### src/rtl/mips_defs_pkg.sv
// Shared MIPS opcode/funct encodings and architectural register numbers.
package mips_defs;

  localparam logic [5:0] OP_SPECIAL = 6'h00;
  localparam logic [5:0] OP_LW      = 6'h23;
  localparam logic [5:0] OP_SW      = 6'h2b;
  localparam logic [5:0] OP_JAL     = 6'h03;
  localparam logic [5:0] FN_JR      = 6'h08;
  localparam logic [5:0] FN_JALR    = 6'h09;

  localparam logic [4:0] REG_RA     = 5'd31;
  localparam logic [4:0] REG_ZERO   = 5'd0;

  // Immediate ALU ops occupy the opcode block 0x08-0x0f.
  function automatic logic is_cal_i(input logic [5:0] op);
    return op[5:3] == 3'b001;
  endfunction

endpackage

### src/rtl/hctrl.sv
// Instruction class decoder shared by pipeline stages.
module hctrl
  import mips_defs::*;
(
  input  logic [31:0] instr,
  output logic        cal_r,
  output logic        cal_i,
  output logic        load,
  output logic        store,
  output logic        jal,
  output logic [4:0]  rs,
  output logic [4:0]  rt,
  output logic [4:0]  rd
);

  logic [5:0] op;
  logic [5:0] funct;

  assign op    = instr[31:26];
  assign funct = instr[5:0];
  assign rs    = instr[25:21];
  assign rt    = instr[20:16];
  assign rd    = instr[15:11];

  // jr/jalr live in the SPECIAL space but are not register-writing ALU ops here.
  assign cal_r = (op == OP_SPECIAL) && (funct != FN_JR) && (funct != FN_JALR);
  assign cal_i = is_cal_i(op);
  assign load  = (op == OP_LW);
  assign store = (op == OP_SW);
  assign jal   = (op == OP_JAL);

endmodule

### src/rtl/mw_result_pipe.sv
// MEM->WB register, write-back source select, store-data forwarding, counters.
module mw_result_pipe
  import mips_defs::*;
#(
  parameter int RET_W = 32,
  parameter int FWD_W = 16
) (
  input  logic             clk,
  input  logic             reset,
  input  logic             en,
  input  logic             flush,
  input  logic [31:0]      instrM,
  input  logic [31:0]      pc8M,
  input  logic [31:0]      alu_outM,
  input  logic [31:0]      mem_rdataM,
  input  logic [31:0]      rt_dataM,
  output logic [31:0]      store_dataM,
  output logic             fwd_hitM,
  output logic [31:0]      instrW,
  output logic [4:0]       wb_regW,
  output logic [31:0]      wb_dataW,
  output logic             wb_weW,
  output logic [RET_W-1:0] ret_cnt,
  output logic [FWD_W-1:0] fwd_cnt
);

  logic [31:0] pc8W, aluW, memW;

  // M-side decode: only store and rt are needed
  logic       storeM;
  logic [4:0] rtM;
  logic       m_cal_r, m_cal_i, m_load, m_jal;
  logic [4:0] m_rs, m_rd;

  // W-side decode
  logic       cal_rW, cal_iW, loadW, storeW, jalW;
  logic [4:0] rsW, rtW, rdW;

  logic unused_sig;
  assign unused_sig = ^{m_cal_r, m_cal_i, m_load, m_jal, m_rs, m_rd, storeW, rsW};

  hctrl u_hctrl_m (
    .instr (instrM), .cal_r(m_cal_r), .cal_i(m_cal_i), .load(m_load),
    .store (storeM), .jal  (m_jal),   .rs   (m_rs),    .rt  (rtM),   .rd(m_rd)
  );

  hctrl u_hctrl_w (
    .instr (instrW), .cal_r(cal_rW), .cal_i(cal_iW), .load(loadW),
    .store (storeW), .jal  (jalW),   .rs   (rsW),    .rt  (rtW),   .rd(rdW)
  );

  // W register bank: reset > flush (bubble) > en (capture) > hold
  always_ff @(posedge clk) begin
    if (reset || flush) begin
      instrW <= '0;
      pc8W   <= '0;
      aluW   <= '0;
      memW   <= '0;
    end else if (en) begin
      instrW <= instrM;
      pc8W   <= pc8M;
      aluW   <= alu_outM;
      memW   <= mem_rdataM;
    end
  end

  // Event counters, wrapping; they only count real M->W advances
  always_ff @(posedge clk) begin
    if (reset) begin
      ret_cnt <= '0;
      fwd_cnt <= '0;
    end else if (en && !flush) begin
      if (instrM != 32'd0) ret_cnt <= ret_cnt + 1'b1;
      if (fwd_hitM)        fwd_cnt <= fwd_cnt + 1'b1;
    end
  end

  // Destination register and write-back data from the W instruction class
  always_comb begin
    wb_regW  = REG_ZERO;
    wb_dataW = 32'd0;
    if (cal_rW) begin
      wb_regW  = rdW;
      wb_dataW = aluW;
    end else if (cal_iW) begin
      wb_regW  = rtW;
      wb_dataW = aluW;
    end else if (loadW) begin
      wb_regW  = rtW;
      wb_dataW = memW;
    end else if (jalW) begin
      wb_regW  = REG_RA;
      wb_dataW = pc8W;
    end
  end

  // $0 never writes, so it also never forwards
  assign wb_weW      = (wb_regW != REG_ZERO);
  assign fwd_hitM    = storeM && wb_weW && (wb_regW == rtM);
  assign store_dataM = fwd_hitM ? wb_dataW : rt_dataM;

endmodule

### config.mk
export PLATFORM = sky130hd
export DESIGN_NAME = mw_result_pipe
export DESIGN_NICKNAME = d
export VERILOG_FILES = /design/src/rtl/mips_defs_pkg.sv /design/src/rtl/hctrl.sv /design/src/rtl/mw_result_pipe.sv
export SDC_FILE = /design/constraint.sdc
export NUM_CORES = 1
export LEC_CHECK = 0
export ABC_CLOCK_PERIOD_IN_PS = 5400
export BUFFER_PORTS_ARGS = -buffer_cell sky130_fd_sc_hd__buf_2
export CELL_PAD_IN_SITES_DETAIL_PLACEMENT = 0
export CELL_PAD_IN_SITES_GLOBAL_PLACEMENT = 2
export CORE_ASPECT_RATIO = 0.5
export CORE_MARGIN = 3
export CORE_UTILIZATION = 28
export CTS_CLUSTER_SIZE = 14
export DETAILED_ROUTE_END_ITERATION = 8
export HOLD_SLACK_MARGIN = 0.02
export PLACE_DENSITY = 0.82
export SKIP_LAST_GASP = 1
export SLEW_MARGIN = 20
export SYNTH_ARGS = -nofsm -noshare
export SYNTH_HDL_FRONTEND = slang
export SYNTH_SLANG_ARGS = --single-unit
export TNS_END_PERCENT = 5
### constraint.sdc
create_clock -name clk -period 5.4 [get_ports clk]
set_clock_uncertainty 0.15 [all_clocks]
set_input_delay 1.62 -clock clk [delete_from_list [all_inputs] [get_ports clk]]
set_output_delay 1.62 -clock clk [all_outputs]
set_load 0.02 [all_outputs]
**Word level (Yosys, flattened, before mapping)**

Index checks and enable logic that the tools add are counted.

- Input bits: 164
- Output and inout bits: 151
- Flip-flop bits (word level): 176
- Logic and storage cells: 36

- Add/subtract/negate cells: 2
- Multiplexer cells: 9
- Reduce and logical (&&, ||, !) cells: 12
- Equality and inequality tests: 7

Operator list:

| kind | count |
|---|---|
| two-way mux 32 bit | 5 |
| adder 32 x 1 -> 32 bit, second input constant | 1 |
| nonzero test 32 bit | 1 |
| two-way mux 5 bit | 4 |
| adder 16 x 1 -> 16 bit, second input constant | 1 |
| equality test 6 bit, second input constant | 2 |
| != test 6 x 4 -> 1 bit, second input constant | 2 |
| equality test 6 x 2 -> 1 bit, second input constant | 1 |
| logical NOT 6 bit | 1 |
| equality test 5 bit | 1 |
| logical AND 1 bit | 5 |
| nonzero test 5 bit | 1 |
| AND reduction 2 bit | 2 |
| equality test 3 x 1 -> 1 bit, second input constant | 1 |
| logical NOT 1 bit | 1 |
| logical OR 1 bit | 1 |

**Longest topological paths before layout**

- Depth in word-level cells: 9
- Gate-level depth with buffers: 12
- Mapped depth without buffers: 7

**Cells and area by module**

Synthesis repeated with hierarchy kept, for this count alone.

- Cell total of the unflattened synthesis: 981
- Area, all modules: 8650.8 µm²

Modules (own cells, without submodules):

| module | area each (µm²) | instances | sequential area each (µm²) | cells an instance |
|---|---|---|---|---|
| mw_result_pipe | 8280.4 | 1 | 3523.4 | 931 |
| hctrl | 185.2 | 2 | 0.0 | 25 |

**Worst setup path after synthesis**

No wires, ideal clock.

- Path kind: input -> output
- Start: input port instrM[17]
- End: output port store_dataM[22]
- Slack: -90 ps
- Stages: 8
- Path buffers: 2
- Data arrival time: 3720 ps
- Cell sequence: a222oi_1 o211ai_1 o211a_2 or4_4 buf_6 nor2_2 buf_2 mux2_1

- Longest elaborated chain between the ends: 3

RTL lines:

| element | RTL line | text |
|---|---|---|
| start, declared | mw_result_pipe.sv:12 | `input logic [31:0] instrM,` |
| equality test 5 bit | mw_result_pipe.sv:99 | `assign fwd_hitM = storeM && wb_weW && (wb_regW == rtM);` |
| logical AND 1 bit | mw_result_pipe.sv:99 |  |
| net fwd_hitM | mw_result_pipe.sv:18 | `output logic fwd_hitM,` |
| two-way mux 32 bit | mw_result_pipe.sv:100 | `assign store_dataM = fwd_hitM ? wb_dataW : rt_dataM;` |
| end, declared | mw_result_pipe.sv:17 | `output logic [31:0] store_dataM,` |

The timed path passes the listed nets, and every way through them passes these cells.

**Final worst setup path**

- Start: input port instrM[17]
- End: output port store_dataM[21]

- Longest elaborated chain between the ends: 3

RTL lines:

| element | RTL line |
|---|---|
| equality test 5 bit | mw_result_pipe.sv:99 |
| logical AND 1 bit | mw_result_pipe.sv:99 |
| two-way mux 32 bit | mw_result_pipe.sv:100 |

No other way between the ends.

==> flow_metrics.env <==
export IMPL_status="finished with violations"
export IMPL_failed_checks="setup timing"
export IMPL_die_h_um=127
export IMPL_crit_start="instrM[17]"
export IMPL_preCtsSetupSlack_ns=-0.182
export IMPL_synth_top_area_share_pct=43.1
export IMPL_fin_crit_sh_pct=104
export IMPL_grt_pass1_vias=7228
export IMPL_cts_buffers=17
export IMPL_grt_use_total_pct=17.2
export IMPL_start_kind="input port"
export IMPL_ys_types=65
export IMPL_synth_most_common_cell="dfxtp_1"
export IMPL_r2r_slack_ns=1.99
export IMPL_setup_violations=32
export IMPL_required_ns=3.63
export IMPL_endpoint_kind="primary output"
export IMPL_drive_above_1_share_pct=31.9
export IMPL_drc=0
export IMPL_antenna_found_initial=5
export IMPL_dieArea_um2=31400
export IMPL_cp_arrival_ns=3.83
export IMPL_initial_utilization_pct=29.0
export IMPL_vias_per_cell=4.76
export IMPL_fmax_ghz=0.179
export IMPL_first_iter_violations=572
export IMPL_placed_area_um2=10200
export IMPL_synth_edff_count=0
export IMPL_ys_top_cells_by_area="dfxtp_1 43%, mux2i_1 16%, nor2_1 7.9%"
export IMPL_fin_util_pct=38.6
export IMPL_ios=315
export IMPL_synthTopCellsByCount="176 x dfxtp_1, 172 x nor2_1, 129 x mux2i_1"
export IMPL_total_power_mw=3.02
export IMPL_ir_drop_mv=0.228
export IMPL_wl_mm=28.3
export IMPL_numClockSinks=176
export IMPL_dp_hpwl_mm=20.3
export IMPL_area_growth_pct=33.1
export IMPL_r2r_end="fwd_cnt[15]"
export IMPL_cts_htree_levels=4
export IMPL_fillers=2936
export IMPL_rsz0062_at_grt="true"
export IMPL_wire_per_inst_um=17.8
export IMPL_yosys_area_top_type="dfxtp_1"
export IMPL_synth_nets=1063
export IMPL_min_path_type="reg2reg"
export IMPL_critPathKind="in2out"
export IMPL_slew_headroom_pct=30.3
export IMPL_use_met1_pct=22.2
export IMPL_fin_nets=1363
export IMPL_layout_min_cycle_time_ns=5.60
export IMPL_ys_seq_area_share_pct=43.1
export IMPL_dr_pass1_iters=5
export IMPL_use_met3_pct=3.40
export IMPL_design_area_um2=10900
export IMPL_cpMostUsedCell="buf_2"
export IMPL_vias=7595
export IMPL_core_area_um2=28200
export IMPL_insertion_delay_ns=0.44
export IMPL_crit_end="store_dataM[21]"
export IMPL_critPathMaxStageDelay_ns=0.55
export IMPL_globalRouteMet2Util_pct=29.1
export IMPL_clkTransAtPathRegs_ns=0.06
export IMPL_ys_flop_type="dfxtp_1"
export IMPL_finalWorstSetupSlack_ns=-0.198
export IMPL_ys_ff_latch=176
export IMPL_grt_max_degree=129
export IMPL_rr_startpoint="instrW[2]"
export IMPL_top_usage_layer="met2"
export IMPL_syn_area_um2=8170
export IMPL_clk_path_buf_depth=2
export IMPL_synth_async_sr_flop_share_pct=0
export IMPL_cts_root_buf="clkbuf_16"
export IMPL_grt_overflow=0
export IMPL_rr_worst_depth=8
export IMPL_drv_cap=0
export IMPL_p_per_area_nw_per_um2=278
export IMPL_row_count=43
export IMPL_tightest_slew_ns=1.04
export IMPL_power_leakage_nw=5.04
export IMPL_place_congestion=0.795
export IMPL_grt_pass1_wl_mm=41.9
export IMPL_port_buffers=314
export IMPL_die_w_um=248
export IMPL_critPathSlowestCell="or4_4"
export IMPL_drv_slew=0
export IMPL_synth_area_per_cell_um2=9.11
export IMPL_synth_warning_count=0
export IMPL_cts_tree="yes"
export IMPL_detail_route_antenna_nets=0
export IMPL_crit_chain="buf_2, a222oi_1, o211ai_1, o211a_2, or4_4, nor2_4, buf_12, clkbuf_16, mux2_1, buf_2"
export IMPL_tns_ns=-5.74
export IMPL_final_hold_viol_count=0
export IMPL_cp_max_fo=7
export IMPL_synthesis_instances=897
## final cells by class
cell class                 instances  area [um^2]  area share (%)
antenna                            3         7.51          0.0690
clock buffer                      20          447            4.11
clock inverter                    12          158            1.45
inverter                          12         45.0           0.414
multi-input combinational        653         4370            40.2
sequential                       176         3520            32.4
tap                              382          478            4.40
timing repair buffer             337         1850            17.0
## through the flow
stage | hold WS (ns) | std cells
global route | 0.369 | 1595
floorplan | 0.310 | 897
detailed placement | 0.331 | 1556
finish | 0.344 | 1595
CTS | 0.340 | 1588
global placement | 0.313 | 1556
## worst max-delay path: cells and delay by family
| family | cells | cell delay [ns] |
|---|---|---|
| buffers and inverters | 4 | 0.58 |
| AOI/OAI and AO/OA | 3 | 0.60 |
| and+or+nand+nor | 2 | 0.69 |
| muxes | 1 | 0.32 |
## what timing repair did
| item | CTS | global route |
|---|---|---|
| buffers inserted | 0 | 1 |
| hold endpoints to repair | 0 | 0 |
| gates resized for setup | 0 | 3 |
| pin swaps | 0 | 3 |
| gates cloned | 0 | 3 |
| endpoints found under the setup margin | 32 | 33 |
| hold buffers | 0 | 0 |
## registers in the layout, summed over array words and instances, names as in the netlist
name / count
aluW: 32
instrW: 32
memW: 32
pc8W: 32
ret_cnt: 32
fwd_cnt: 16
## power breakdown
part	internal [mW]	switching (mW)	total [mW]
clock network	0.744	0.558	1.30
logic	0.154	0.211	0.364
registers	1.33	0.0227	1.35
## kinds of logic after synthesis
family	synth area share [%]
AO/OA/AOI/OAI	8.78
XOR/XNOR	3.11
adder cells (fa/ha/maj)	0.306
buffers and inverters	3.60
flip-flops	43.1
multiplexers	20.2
AND/OR/NAND/NOR	20.8
## cells in the final DEF (no fill, tap or decap), types with 4 or more instances in the layout
cell type	instances
and3_1	7
mux2_1	31
nor4_1	11
buf_4	17
nand2_1	86
xor2_1	23
or2_2	4
buf_12	4
and2_1	4
dfxtp_1	176
buf_2	312
nor2_1	171
xnor2_1	6
or4_1	15
nand4_1	16
clkbuf_16	19
nor3_1	6
mux2i_1	129
o31ai_1	15
a22oi_1	32
a21oi_1	18
inv_1	12
nand3_1	18
## per-layer routing
layer / up-vias / wire length [um]
met5: - / 22
met4: 4 / 346
met3: 26 / 1030
met2: 116 / 14100
met1: 3687 / 12900
li1: 3762 / -
## how the worst min path moves through the flow
stage	endpoint	cells past startpoint	slack (ns)	from
after CTS	fwd_cnt[12]	2	0.34	fwd_cnt[12]
after floorplan	aluW[0]	2	0.31	aluW[0]
after global routing	fwd_cnt[12]	2	0.37	fwd_cnt[12]
final	instrW[6]	2	0.34	instrW[6]
after global placement	fwd_cnt[15]	2	0.31	fwd_cnt[15]
after detailed placement	aluW[21]	2	0.33	aluW[21]
No activity file was read; power rests on OpenSTA's default activity.
